File: config.mk
export PLATFORM = sky130hd
export DESIGN_NAME = cordic_pre_fold_flat
export DESIGN_NICKNAME = d
export VERILOG_FILES = /design/src/rtl/cordic_pkg.sv /design/src/rtl/cordic_pre_fold_if.sv /design/src/rtl/cordic_delay_line.sv /design/src/rtl/cordic_pre_fold.sv /design/src/flat_wrapper.sv
export SDC_FILE = /design/constraint.sdc
export NUM_CORES = 1
export LEC_CHECK = 0
export CORE_AREA = 2 2 121 123
export DETAILED_ROUTE_END_ITERATION = 8
export DIE_AREA = 0 0 123 125
export PLACE_DENSITY = 0.67
export SLEW_MARGIN = 20
export SYNTH_ARGS = -nofsm -noshare
export SYNTH_HDL_FRONTEND = slang
export SYNTH_SLANG_ARGS = --single-unit
File: constraint.sdc
create_clock -name clk -period 6.7 [get_ports clk]
set_clock_uncertainty 0.05 [all_clocks]
set_input_delay 1.34 -clock clk [delete_from_list [all_inputs] [get_ports clk]]
set_output_delay 1.34 -clock clk [all_outputs]
set_load 0.01 [all_outputs]
File: src/rtl/cordic_pkg.sv
// Shared constants for the Sobel gradient CORDIC chain:
// octant bit positions, z width and core latency.
package cordic_pkg;

  localparam int OCT_GXNEG = 2;
  localparam int OCT_GYNEG = 1;
  localparam int OCT_SWAP  = 0;

  localparam int ZW_DEF   = 20;
  localparam int T_IR_NUM = 16;

  // one register per micro-rotation plus the input register
  function automatic int core_lat(input int n);
    return n + 1;
  endfunction

  localparam int CORE_LAT_DEF = core_lat(T_IR_NUM);

endpackage

File: src/rtl/cordic_pre_fold_if.sv
// Gradient-in / folded-vector-out bundle of cordic_pre_fold.
// master drives din_*, slave (the fold stage) drives dout_* and oct_*.
interface cordic_pre_fold_if #(
  parameter int DW = 16,
  parameter int ZW = 20
);

  logic          din_vsync;
  logic          din_hsync;
  logic [DW-1:0] din_gx;
  logic [DW-1:0] din_gy;
  logic          dout_vsync;
  logic          dout_hsync;
  logic [DW-1:0] dout_x;
  logic [DW-1:0] dout_y;
  logic [ZW-1:0] dout_z;
  logic          oct_valid;
  logic [2:0]    oct_code;

  modport master (
    output din_vsync, din_hsync, din_gx, din_gy,
    input  dout_vsync, dout_hsync, dout_x, dout_y,
    input  dout_z, oct_valid, oct_code
  );

  modport slave (
    input  din_vsync, din_hsync, din_gx, din_gy,
    output dout_vsync, dout_hsync, dout_x, dout_y,
    output dout_z, oct_valid, oct_code
  );

endinterface

File: src/rtl/cordic_delay_line.sv
// W-bit x D-deep shift line with synchronous clear, no stall.
// Shared by the pre-fold and post-stage of the CORDIC chain.
module cordic_delay_line #(
  parameter int W = 4,
  parameter int D = 17
) (
  input  logic         clk,
  input  logic         clr,
  input  logic [W-1:0] d,
  output logic [W-1:0] q
);

  logic [W-1:0] sr [D];

  always_ff @(posedge clk) begin
    if (clr) begin
      for (int i = 0; i < D; i++) sr[i] <= '0;
    end else begin
      sr[0] <= d;
      for (int i = 1; i < D; i++) sr[i] <= sr[i-1];
    end
  end

  assign q = sr[D-1];

endmodule

File: src/rtl/cordic_pre_fold.sv
// Folds signed Gx/Gy into the 0..45 degree sector for cordic_core.
// CORDIC_PRE_SAT_EN: clamp oversize magnitudes instead of truncating.
module cordic_pre_fold
  import cordic_pkg::*;
#(
  parameter int DW       = 16,
  parameter int ZW       = ZW_DEF,
  parameter int CORE_LAT = CORE_LAT_DEF
) (
  input logic              clk,
  input logic              rst,
  cordic_pre_fold_if.slave bus
);

  localparam int MW = DW - 2;
  localparam logic [DW-1:0] MMAX = {2'b00, {MW{1'b1}}};

  // result keeps the top two bits at zero in both builds
  function automatic logic [DW-1:0] mag(input logic [DW-1:0] g);
    logic [DW-1:0] a;
    a = g[DW-1] ? (~g + 1'b1) : g;
`ifdef CORDIC_PRE_SAT_EN
    if (a > MMAX) a = MMAX;
`endif
    return a & MMAX;
  endfunction

  logic          hs1, vs1, gxn, gyn;
  logic [DW-1:0] ax, ay;
  logic          hs2, vs2;
  logic [DW-1:0] x, y;
  logic [2:0]    oct2;
  logic [2:0]    oct_n;
  logic          swap;
  logic [3:0]    head;

  always_ff @(posedge clk) begin
    if (rst) begin
      hs1 <= 1'b0;
      vs1 <= 1'b0;
      gxn <= 1'b0;
      gyn <= 1'b0;
      ax  <= '0;
      ay  <= '0;
    end else begin
      hs1 <= bus.din_hsync;
      vs1 <= bus.din_vsync;
      if (bus.din_hsync) begin
        gxn <= bus.din_gx[DW-1];
        gyn <= bus.din_gy[DW-1];
        ax  <= mag(bus.din_gx);
        ay  <= mag(bus.din_gy);
      end else begin
        gxn <= 1'b0;
        gyn <= 1'b0;
        ax  <= '0;
        ay  <= '0;
      end
    end
  end

  // ties keep gx on the x axis
  always_comb begin
    swap = ay > ax;
    oct_n = '0;
    oct_n[OCT_GXNEG] = gxn;
    oct_n[OCT_GYNEG] = gyn;
    oct_n[OCT_SWAP]  = swap;
  end

  always_ff @(posedge clk) begin
    if (rst) begin
      hs2  <= 1'b0;
      vs2  <= 1'b0;
      x    <= '0;
      y    <= '0;
      oct2 <= '0;
    end else begin
      hs2 <= hs1;
      vs2 <= vs1;
      if (hs1) begin
        x    <= swap ? ay : ax;
        y    <= swap ? ax : ay;
        oct2 <= oct_n;
      end else begin
        x    <= '0;
        y    <= '0;
        oct2 <= '0;
      end
    end
  end

  cordic_delay_line #(
    .W(4),
    .D(CORE_LAT)
  ) u_oct_dly (
    .clk(clk),
    .clr(rst),
    .d  ({hs2, oct2}),
    .q  (head)
  );

  assign bus.dout_vsync = vs2;
  assign bus.dout_hsync = hs2;
  assign bus.dout_x     = x;
  assign bus.dout_y     = y;
  assign bus.dout_z     = '0;
  assign bus.oct_valid  = head[3];
  assign bus.oct_code   = head[3] ? head[2:0] : 3'b000;

endmodule

File: src/flat_wrapper.sv
// flat-port wrapper written by rule: the top's interface ports become plain ports
module cordic_pre_fold_flat import cordic_pkg::*;
#(
  parameter int DW       = 16,
  parameter int ZW       = ZW_DEF,
  parameter int CORE_LAT = CORE_LAT_DEF
)
  (clk, rst, bus_din_vsync, bus_din_hsync, bus_din_gx, bus_din_gy, bus_dout_vsync, bus_dout_hsync, bus_dout_x, bus_dout_y, bus_dout_z, bus_oct_valid, bus_oct_code);
  cordic_pre_fold_if #(.DW(DW), .ZW(ZW)) bus_i ();
  input logic clk;
  input logic rst;
  input wire logic [$bits(bus_i.din_vsync)-1:0] bus_din_vsync;
  input wire logic [$bits(bus_i.din_hsync)-1:0] bus_din_hsync;
  input wire logic [$bits(bus_i.din_gx)-1:0] bus_din_gx;
  input wire logic [$bits(bus_i.din_gy)-1:0] bus_din_gy;
  output wire logic [$bits(bus_i.dout_vsync)-1:0] bus_dout_vsync;
  output wire logic [$bits(bus_i.dout_hsync)-1:0] bus_dout_hsync;
  output wire logic [$bits(bus_i.dout_x)-1:0] bus_dout_x;
  output wire logic [$bits(bus_i.dout_y)-1:0] bus_dout_y;
  output wire logic [$bits(bus_i.dout_z)-1:0] bus_dout_z;
  output wire logic [$bits(bus_i.oct_valid)-1:0] bus_oct_valid;
  output wire logic [$bits(bus_i.oct_code)-1:0] bus_oct_code;
  assign bus_i.din_vsync = bus_din_vsync;
  assign bus_i.din_hsync = bus_din_hsync;
  assign bus_i.din_gx = bus_din_gx;
  assign bus_i.din_gy = bus_din_gy;
  assign bus_dout_vsync = bus_i.dout_vsync;
  assign bus_dout_hsync = bus_i.dout_hsync;
  assign bus_dout_x = bus_i.dout_x;
  assign bus_dout_y = bus_i.dout_y;
  assign bus_dout_z = bus_i.dout_z;
  assign bus_oct_valid = bus_i.oct_valid;
  assign bus_oct_code = bus_i.oct_code;
  cordic_pre_fold #(.DW(DW), .ZW(ZW), .CORE_LAT(CORE_LAT)) u_core (.clk(clk), .rst(rst), .bus(bus_i));
endmodule
==> results.md <==
Placement:
- Before CTS, the worst setup slack after placement is 3.150 ns.
- After legalization and detailed placement, the total HPWL measured 7.428 mm.
- The post-placement cell count is 816.
- In this run the tool buffered the top-level ports with 67 buffer cells.
- The global placement routability congestion is 0.7798.

CTS:
- The maximum buffer depth of the clock tree is 2.
- The cell sitting at the root of the clock tree is a clkbuf_16.
- Hold repair after CTS inserted 0 buffers.
- The number of gates resized after cts is 0.
- Clock-pin slew was measured on the worst setup and hold paths at 0.06 ns.
- The clock network latency to the later pin of the worst-skew pair is a little over 0.4 ns.
- The buffer count from post-CTS setup fixing is 0.
- The clock tree from TritonCTS is yes.
- The number of sinks driven by the clock tree is 133.
- CTS built an H-tree with a depth of 4.
- The total clock buffers created by CTS is 17.

Synthesis:
- By area the synthesized netlist is led by dfxtp_1 (48%), nor2b_1 (8.4%), nand3_1 (5.2%), a211o_1 (4.6%), a32oi_1 (4.4%).
- A synthesized cell averages 9.135 um2.
- The share of flip-flops with an asynchronous set or reset is 0%.
- The biggest area consumer among synthesized cells is dfxtp_1.
- For this run, the number of Yosys warnings is 0.
- In this run, distinct cell masters in the synthesized netlist total 41.
- Yosys mapped a number of flops with a built-in enable equal to 0.
- Counting flops and latches in the post-synthesis netlist gives about 130.
- The cell count after synthesis came out at 605.
- The fraction of synthesized cell area taken by the top area cell type is 48.18%.
- For this run, the leading register cell type out of synthesis is dfxtp_1.
- The sequential element share of the synthesized area is 48.18%.
- The netlist area before placement is 5527 um2.

Timing:
- Setup repair after global routing left no endpoint under its margin.
- The final setup TNS is 0 ns.
- The total setup violations reported at the end of the flow is 0.
- The worst-margin pin slew is 0.9626 ns.
- The final count of hold timing violations came to 0.
- The post-route minimum period is 3.110 ns.
- The total count of max-transition violations in the final report is 0.
- After layout, the worst setup slack is 3.590 ns.
- Of the available clock period, the critical path in the final layout requires between 40% and 50%.
- The minimum hold slack is between 0.3 and 0.4 ns.
- Timing would allow up to 321.5 MHz.
- The worst pin sits at a relative slew slack of between 30% and 40%.

Worst setup path:
- Among all stages on the critical path, the largest delay is contributed by o31ai_1.
- The data required time of the critical path is 6.91 ns.
- Walking the worst path, the cells encountered are clkdlybuf4s50_1, inv_1, ha_1, or3b_1, o31ai_1, nand2_1, xnor2_1, nor2_1.
- The largest single stage delay on the critical path is 0.49 ns.
- The classification of the worst setup path is primary input to flip-flop.
- STA classifies the critical path endpoint as a flip-flop.
- The kind of cell adding the most delay to the critical path is simple AND/OR/NAND/NOR gates.
- The critical-path maximum fanout is 4.
- The arrival time at the worst endpoint is 3.32 ns.
- The combined buffer and inverter count along the critical path is 2.
- The worst-case register-to-register setup slack is 4.42 ns.
- The kind of start point of the critical path is a primary input.

Floorplan:
- The number of cell rows is 44.
- In this run the vertical extent of the chip is 125 um.
- The floorplan step set the die width to 123 um.
- The die covers ~15,000 um2.
- The number of top-level pins is between 90 and 100.
- The initial standard-cell utilization of the core is 38.91%.
- The core region is 14,200 um2.

Power:
- The proportion of power drawn by the clock network is 46.9%.
- The internal power summed over all cells is 1.443 mW.
- The maximum ir drop on the vdd rail is about 0.18 mV.
- The analysis attributes to cell leakage a power of 2.722 nW.
- The power per standard cell area is 281.6 nW/um2.
- Sequential cells burn 42.5% of the power.
- The share of total power dissipated in combinational logic is about a tenth.
- The switching power as a share of total power is about a quarter.
- The reported net switching power is 488.4 uW.

GRT:
- The overall global routing resource usage is 14.87%.
- The first global-routing pass estimated 18.21 mm of wire.
- The via count of the first global-routing pass is between 3k and 4k.
- The aggregate global routing overflow is 0.
- The number of antenna violations at the first check in global routing is 0.
- Entering global routing, the biggest net connects 73 pins.

Run status:
- The run finished with clean final reports.

Detailed routing:
- The number of vias per cell after detailed routing is 4.989.
- The first detailed-routing pass ran for 4 iterations.
- The violation count after the first detailed-routing iteration is approximately 220.
- The total via count after detailed routing is 4,236.
- For this run, design rule violations remaining after detail routing come to 0.
- The total detailed-routing wirelength is between 10 and 15 mm.
- The post-detailed-route wirelength per cell is 12.64 um.
- The count of nets left with antenna violations once routing finished came out at 0.

Final layout:
- The post-layout utilization of the core is between 40% and 50%.
- The number of non-filler instances in the completed layout is 849.
- In the layout the commonest cells are dfxtp_1 (133), nor2b_1 (73), clkdlybuf4s50_1 (66), nor2_1 (62), nand3_1 (57).
- The repair_antennas step left the layout with diodes totalling 0.
- The final net count is 704.
- Compared with the post-synthesis result, the final layout area differs by 24.07%.
- The most common library cell in the layout ignoring fill and taps is dfxtp_1.
- The share of post-route cells with drive strength above 1 is between 7 and 8%.

Flow run:
- Across the run, the number of max-cap violations was 0.

Worst hold path:
- In this run the worst hold path is classified as flip-flop to flip-flop.
registers in the layout, indices dropped and copies added, names as in the netlist, 3 cells and up:
register / flops
u_core.bus.dout_y: 14
u_core.ax: 14
u_core.ay: 14
u_core.bus.dout_x: 14
u_core.oct2: 3
u_core.u_oct_dly.sr: 68
power groups by stage:
stage	Combinational [mW]	Sequential, mW	Clock (mW)
2_1_floorplan	0.145	0.833	0
3_5_place_dp	0.203	0.837	0
6_report	0.205	0.820	0.905
3_3_place_gp	0.189	0.837	0
4_1_cts	0.204	0.820	0.929
5_1_grt	0.229	0.822	0.964
per-stage QoR:
stage / area [um2] / power, mW
after floorplan: 5613 / 0.9780
after global placement: 6215 / 1.025
after detailed placement: 6242 / 1.040
after CTS: 6829 / 1.952
after global routing: 6857 / 2.015
final: 6857 / 1.931
worst reg2reg max path, cell delays in order, from the launching register on:
cell,delay [ns]
dfxtp_1,0.41
inv_1,0.06
ha_1,0.29
nand4_1,0.14
nor4_2,0.26
buf_4,0.47
nor2_1,0.17
a32oi_1,0.21
nand3_1,0.10
layer usage:
| metal | global-route usage, % | vias to the layer above | part of all wire [%] |
|---|---|---|---|
| met4 | 5.080 | 0 | 1.7 |
| met2 | 21.32 | 144 | 43 |
| met1 | 20.78 | 1956 | 47 |
| met5 | 0 | - | 0 |
| met3 | 5.201 | 18 | 8.9 |
| li1 | - | 2118 | - |
cells by family after synthesis:
| group | share of synthesized area (%) |
|---|---|
| AOI/OAI and AO/OA | 12.88 |
| xor gates and xnor gates | 3.803 |
| adders and majority gates | 3.622 |
| buffers and inverters | 7.607 |
| DFF | 48.18 |
| muxes | 0.3623 |
| other | 0.06785 |
| and+or+nand+nor | 23.48 |
cell usage after synthesis (3+ instances only):
cell      count
dfxtp_1     133
nor2b_1      74
nor2_1       62
nand3_1      57
nand2_1      39
clkbuf_1     36
a211o_1      29
a32oi_1      28
buf_4        24
inv_1        18
xor2_1       18
ha_1         16
and2_1        7
o31ai_1       6
xnor2_1       6
buf_1         5
nand4_1       4
o21ai_0       4
o21ai_1       4
a21oi_1       3
buf_2         3
nand2b_1      3
o211ai_1      3
o41ai_1       3
cell type report:
class                   instances  area [um2]
multi-input cells             408        2555
flip-flops and latches        133        2663
clock buffers                  19       442.9
fillers                      1372        7347
inverters                      19       71.32
clock inverters                13       143.9
repair buffers                 73       750.7
well taps                     184       230.2
path summary, 6_finish.rpt:
| kind | start | endpoint | cells after the start |
|---|---|---|---|
| setup / recovery | bus_din_gy[0] | u_core.ay[10] | 8 |
| hold / removal | u_core.gxn | u_core.oct2[2] | 1 |
| setup reg to reg | u_core.ax[11] | u_core.bus.dout_y[11] | 8 |
| hold reg to reg | u_core.gxn | u_core.oct2[2] | 1 |
Note: power is estimated with default switching activity, not from simulation.
